File: config.mk
export PLATFORM = sky130hd
export DESIGN_NAME = inst_mem_loader_flat
export DESIGN_NICKNAME = d
export VERILOG_FILES = /design/src/rtl/inst_mem_loader_if.sv /design/src/rtl/inst_mem_loader.sv /design/src/flat_wrapper.sv
export SDC_FILE = /design/constraint.sdc
export NUM_CORES = 1
export LEC_CHECK = 0
export BUFFER_PORTS_ARGS = -buffer_cell sky130_fd_sc_hd__buf_2
export CAP_MARGIN = 10
export CORE_MARGIN = 4
export CORE_UTILIZATION = 62
export DETAILED_ROUTE_END_ITERATION = 12
export GPL_ROUTABILITY_DRIVEN = 1
export MAX_ROUTING_LAYER = met4
export PLACE_DENSITY = 0.84
export SETUP_SLACK_MARGIN = 0.15
export SLEW_MARGIN = 20
export SYNTH_ARGS = -nofsm -noshare
export SYNTH_HDL_FRONTEND = slang
export SYNTH_SLANG_ARGS = --single-unit
File: constraint.sdc
create_clock -name clk -period 4.6 [get_ports clk]
set_input_delay 0.46 -clock clk [delete_from_list [all_inputs] [get_ports clk]]
set_output_delay 0.46 -clock clk [all_outputs]
set_load 0.1 [all_outputs]
File: src/rtl/inst_mem_loader_if.sv
// inst_mem_loader_if: byte-stream input and instruction-memory write port of the boot loader
interface inst_mem_loader_if #(parameter int ADDR_W = 10);
  logic [7:0] rx_data;
  logic rx_valid;
  logic rx_ready;
  logic mem_we;
  logic [ADDR_W-1:0] mem_waddr;
  logic [31:0] mem_wdata;
  logic cpu_hold;
  logic load_done;
  logic load_err;
  modport master (
    input rx_data, rx_valid,
    output rx_ready, mem_we, mem_waddr, mem_wdata, cpu_hold, load_done, load_err
  );
  modport slave (
    output rx_data, rx_valid,
    input rx_ready, mem_we, mem_waddr, mem_wdata, cpu_hold, load_done, load_err
  );
endinterface

File: src/rtl/inst_mem_loader.sv
// inst_mem_loader: parses a framed byte stream into 32-bit instruction-memory writes
module inst_mem_loader #(
  parameter int ADDR_W = 10,
  parameter logic [7:0] SYNC_BYTE = 8'hA5
) (
  input logic clk,
  input logic rst,
  inst_mem_loader_if.master bus
);
  typedef enum logic [2:0] {IDLE, CNT0, CNT1, DATA, WRITE, CSUM, ERR} state_t;
  localparam logic [15:0] DEPTH = 16'(2**ADDR_W);
  state_t state_q;
  logic [7:0] cnt_lo_q;
  logic [ADDR_W:0] cnt_q;
  logic [ADDR_W:0] idx_q;
  logic [ADDR_W:0] idx_d;
  logic [15:0] cnt_d;
  logic [1:0] bcnt_q;
  logic [23:0] word_q;
  logic [7:0] csum_q;
  logic rx_ready_q;
  logic mem_we_q;
  logic [ADDR_W-1:0] mem_waddr_q;
  logic [31:0] mem_wdata_q;
  logic cpu_hold_q;
  logic load_done_q;
  logic load_err_q;
  logic acc;
  assign acc = bus.rx_valid & rx_ready_q;
  assign cnt_d = {bus.rx_data, cnt_lo_q};
  assign idx_d = idx_q + 1'b1;
  assign bus.rx_ready = rx_ready_q;
  assign bus.mem_we = mem_we_q;
  assign bus.mem_waddr = mem_waddr_q;
  assign bus.mem_wdata = mem_wdata_q;
  assign bus.cpu_hold = cpu_hold_q;
  assign bus.load_done = load_done_q;
  assign bus.load_err = load_err_q;
  // Frame parser; bytes arrive LSB first and are shifted in from the top so the
  // first three form the low 24 bits by the time the fourth byte arrives.
  always_ff @(posedge clk) begin
    if (rst) begin
      state_q <= IDLE;
      cnt_lo_q <= '0;
      cnt_q <= '0;
      idx_q <= '0;
      bcnt_q <= '0;
      word_q <= '0;
      csum_q <= '0;
      rx_ready_q <= 1'b1;
      mem_we_q <= 1'b0;
      mem_waddr_q <= '0;
      mem_wdata_q <= '0;
      cpu_hold_q <= 1'b0;
      load_done_q <= 1'b0;
      load_err_q <= 1'b0;
    end else begin
      mem_we_q <= 1'b0;
      case (state_q)
        IDLE, ERR: if (acc && bus.rx_data == SYNC_BYTE) begin
          cpu_hold_q <= 1'b1;
          load_done_q <= 1'b0;
          load_err_q <= 1'b0;
          state_q <= CNT0;
        end
        CNT0: if (acc) begin
          cnt_lo_q <= bus.rx_data;
          state_q <= CNT1;
        end
        CNT1: if (acc) begin
          if (cnt_d == '0 || cnt_d > DEPTH) begin
            load_err_q <= 1'b1;
            state_q <= ERR;
          end else begin
            cnt_q <= cnt_d[ADDR_W:0];
            idx_q <= '0;
            csum_q <= '0;
            bcnt_q <= '0;
            state_q <= DATA;
          end
        end
        DATA: if (acc) begin
          word_q <= {bus.rx_data, word_q[23:8]};
          csum_q <= csum_q + bus.rx_data;
          bcnt_q <= bcnt_q + 1'b1;
          if (bcnt_q == 2'd3) begin
            mem_we_q <= 1'b1;
            mem_waddr_q <= idx_q[ADDR_W-1:0];
            mem_wdata_q <= {bus.rx_data, word_q};
            rx_ready_q <= 1'b0;
            state_q <= WRITE;
          end
        end
        WRITE: begin
          rx_ready_q <= 1'b1;
          idx_q <= idx_d;
          state_q <= (idx_d == cnt_q) ? CSUM : DATA;
        end
        CSUM: if (acc) begin
          if (bus.rx_data == csum_q) begin
            load_done_q <= 1'b1;
            cpu_hold_q <= 1'b0;
            state_q <= IDLE;
          end else begin
            load_err_q <= 1'b1;
            state_q <= ERR;
          end
        end
        default: state_q <= IDLE;
      endcase
    end
  end
endmodule
File: src/flat_wrapper.sv
// flat-port wrapper written by rule: the top's interface ports become plain ports
module inst_mem_loader_flat 
#(
  parameter int ADDR_W = 10,
  parameter logic [7:0] SYNC_BYTE = 8'hA5
)
  (clk, rst, bus_rx_data, bus_rx_valid, bus_rx_ready, bus_mem_we, bus_mem_waddr, bus_mem_wdata, bus_cpu_hold, bus_load_done, bus_load_err);
  inst_mem_loader_if #(.ADDR_W(ADDR_W)) bus_i ();
  input logic clk;
  input logic rst;
  input wire logic [$bits(bus_i.rx_data)-1:0] bus_rx_data;
  input wire logic [$bits(bus_i.rx_valid)-1:0] bus_rx_valid;
  output wire logic [$bits(bus_i.rx_ready)-1:0] bus_rx_ready;
  output wire logic [$bits(bus_i.mem_we)-1:0] bus_mem_we;
  output wire logic [$bits(bus_i.mem_waddr)-1:0] bus_mem_waddr;
  output wire logic [$bits(bus_i.mem_wdata)-1:0] bus_mem_wdata;
  output wire logic [$bits(bus_i.cpu_hold)-1:0] bus_cpu_hold;
  output wire logic [$bits(bus_i.load_done)-1:0] bus_load_done;
  output wire logic [$bits(bus_i.load_err)-1:0] bus_load_err;
  assign bus_i.rx_data = bus_rx_data;
  assign bus_i.rx_valid = bus_rx_valid;
  assign bus_rx_ready = bus_i.rx_ready;
  assign bus_mem_we = bus_i.mem_we;
  assign bus_mem_waddr = bus_i.mem_waddr;
  assign bus_mem_wdata = bus_i.mem_wdata;
  assign bus_cpu_hold = bus_i.cpu_hold;
  assign bus_load_done = bus_i.load_done;
  assign bus_load_err = bus_i.load_err;
  inst_mem_loader #(.ADDR_W(ADDR_W), .SYNC_BYTE(SYNC_BYTE)) u_core (.clk(clk), .rst(rst), .bus(bus_i));
endmodule
==> impl_metrics.ini <==
[critical_path]
r2r-end = u_core.csum_q[7]
critical_path.startpoint_type = register
path_common_cell = nor2b_1
critPathKind = register to register
slowest_stage = a2111oi_0
reg2reg_depth = 5
r2r_start = u_core.state_q[1]
reg2reg_slack_ns = 1.67
crit_required_ns = 5.06
path_cells = nor2b_1, nor2b_1, nand2_1, a2111oi_0, a311o_1
path_buf_inv = 0
max_stage_delay_ns = 0.63
crit_path_max_fanout = 26
worstSetupEndpointType = register
crit_family = simple AND/OR/NAND/NOR gates
crit_arrival_ns = 3.39

[sta]
final_max_slew_viol_count = 0
tightest_slew_ns = 0.967
rsz0062_at_grt = no
setup_viol = 0
period_needed_ns = 2.93
fin_worst_skew_ns = 0.00429
fin_tns_setup_ns = 0
whs_ns = 0.250
fin_crit_sh_pct = 63.7
hold_viol = 0
relSlewSlack_pct = 35.0
fmax_mhz = 341
finalWorstSetupSlack_ns = 1.67

[pwr]
cellLeakagePower_nw = 2.21
pwr_density_cell_nw_per_um2 = 477
peakVddDrop_mv = 0.374
power_mw = 2.80

[layout]
layout_commonest_cell = nand2_1
area_delta_synth_final_pct = 16.3
diodes = 0
final_cells = 779
drive_gt1_share_pct = 15.1
nFillCells = 588
nNetsFinal = 685
layout_common_cells = 157 x nand2_1, 114 x dfxtp_1, 95 x a21oi_1, 57 x buf_2, 34 x nor2_1

[yosys]
syn_area_sq_um = 5050
synth_seq_cells = 114
synth_mux_area_share_pct = 2.58
syn-num-nets = 649
synthXorXnorAreaFrac_pct = 3.57
synth_top_area_share_pct = 45.2
synthCells = 628
yosys.area.top_type = dfxtp_1
synth-compound-area-share_pct = 18.6
synth-edff-count = 0
ys_seq_area_share_pct = 45.2
synth_cell_type_count = 57
synth_top_family_by_area = simple AND/OR/NAND/NOR gates
synthTopCellsByArea = dfxtp_1 45%, nand2_1 12%, a21oi_1 9.4%
async_reset_ff_share_pct = 0
synth_adder_area_share_pct = 2.63
synth-simple-area-share_pct = 22.9
ys_warn_count = 0
synthFlopType = dfxtp_1
avgSynthCellArea_sq_um = 8.04

[clocking]
postCtsSetupBuffers = 0
clk_pin_slew_worst_paths_ns = 0.06
cts_htree_levels = 4
clk_latency_ns = 0.52
cts_tree = done
cts_buffer_depth = 2
cts_hold_buf = 0
clockRootBuffer = clkbuf_8
cts.sinks = 114
post_cts_resized = 0
cts_made_buffers = 17

[run]
maxCapViolCount = 0

[grt]
grt_pass1_vias = 4395
antenna_found_initial = 0
overflow = 0
grt_pass1_wl_um = 20700
grt_max_degree = 67
grt_util_all_layers_pct = 26.7

[routing]
drt-initial-drc-count = 427
routed_via_density = 6.04
num_vias = 4703
wl_um = 12400
wire_per_inst_um = 15.9
dr.pass1.iters = 6
antenna_left = 0
drc_errors = 0

[hold_path]
min_to = u_core.bus.mem_wdata[30]
hold_depth = 3
min_from = bus_rx_data[6]
hold_path_class = input port to register

[floorplanning]
die_h_um = 98.2
num_rows = 32
die_w_um = 98.2
die_area_sq_um = 9650
core_sq_um = 7810
io_pins = 58
start_util_pct = 64.6

[status]
status = completed

[place]
dp_cells = 747
place.gp.congestion = 1.00
io_buffers = 57
place_worst_setup_slack_ns = 1.81
dpl.hpwl_um = 7990
-- worst min-delay path, stage by stage --
cell and delay (ns):
buf_2 0.14, nand2_1 0.06, a21oi_1 0.05
-- logic make-up (layout without fill, tap and decap cells) --
group | after synthesis | count (layout)
and+or+nand+nor | 261 | 261
AOI/OAI and AO/OA | 162 | 162
DFF | 114 | 114
buffers and inverters | 49 | 98
xor gates and xnor gates | 19 | 19
muxes | 13 | 13
adders and majority gates | 10 | 10
-- metrics by stage --
step / util [%] / cell area (sq um)
CTS: 75.1 / 5870
global route: 75.2 / 5870
floorplan: - / 5050
global placement: 67.7 / 5280
finish: 75.2 / 5870
detailed placement: 67.7 / 5280
-- sequential cells by signal (all words and copies together), names as in the netlist, 3 cells and up --
name / cells
u_core.bus.mem_wdata: 32
u_core.word_q: 24
u_core.cnt_q: 11
u_core.idx_q: 11
u_core.bus.mem_waddr: 10
u_core.cnt_lo_q: 8
u_core.csum_q: 8
u_core.state_q: 3
-- how the worst max path moves through the flow --
stage                            startpoint                  endpoint  cells past startpoint
after floorplan              bus_rx_data[4]       u_core.bus.cpu_hold                      7
after global placement       bus_rx_data[4]      u_core.bus.load_done                      8
after detailed placement  u_core.state_q[1]  u_core.bus.mem_wdata[21]                      8
after CTS                 u_core.state_q[1]          u_core.csum_q[7]                      5
after global routing      u_core.state_q[1]          u_core.csum_q[7]                      5
final                     u_core.state_q[1]          u_core.csum_q[7]                      5
-- layout make-up --
cell class	instances	area [sq um]	area share, %
clock buffer	18	428	7.29
clock inverter	14	154	2.62
inverter	5	18.8	0.320
multi-input combinational	465	2540	43.3
sequential	114	2280	38.9
tap	102	128	2.17
timing repair buffer	61	315	5.37
-- metal layers --
layer  vias up  global-route usage (%)  wire [um]
met5         -                       -          0
met4         0                    11.0        281
met3        34                    6.07        787
met2       184                    41.7       6020
met1      2240                    33.5       5340
li1       2245                       -          -
-- Yosys cell counts (9+ instances only) --
| master | count |
|---|---|
| a21oi_1 | 95 |
| buf_2 | 11 |
| clkbuf_1 | 26 |
| dfxtp_1 | 114 |
| ha_1 | 9 |
| mux2i_1 | 13 |
| nand2_1 | 157 |
| nand3_1 | 13 |
| nor2_1 | 34 |
| nor2b_1 | 10 |
| o21ai_0 | 27 |
| xnor2_1 | 13 |
-- power breakdown --
part / internal [mW] / total (mW) / switching, mW
registers: 1.02 / 1.09 / 0.0675
clock network: 0.792 / 1.27 / 0.480
logic: 0.140 / 0.437 / 0.297
total: 1.95 / 2.80 / 0.845
(Power assumes the default switching activity.)
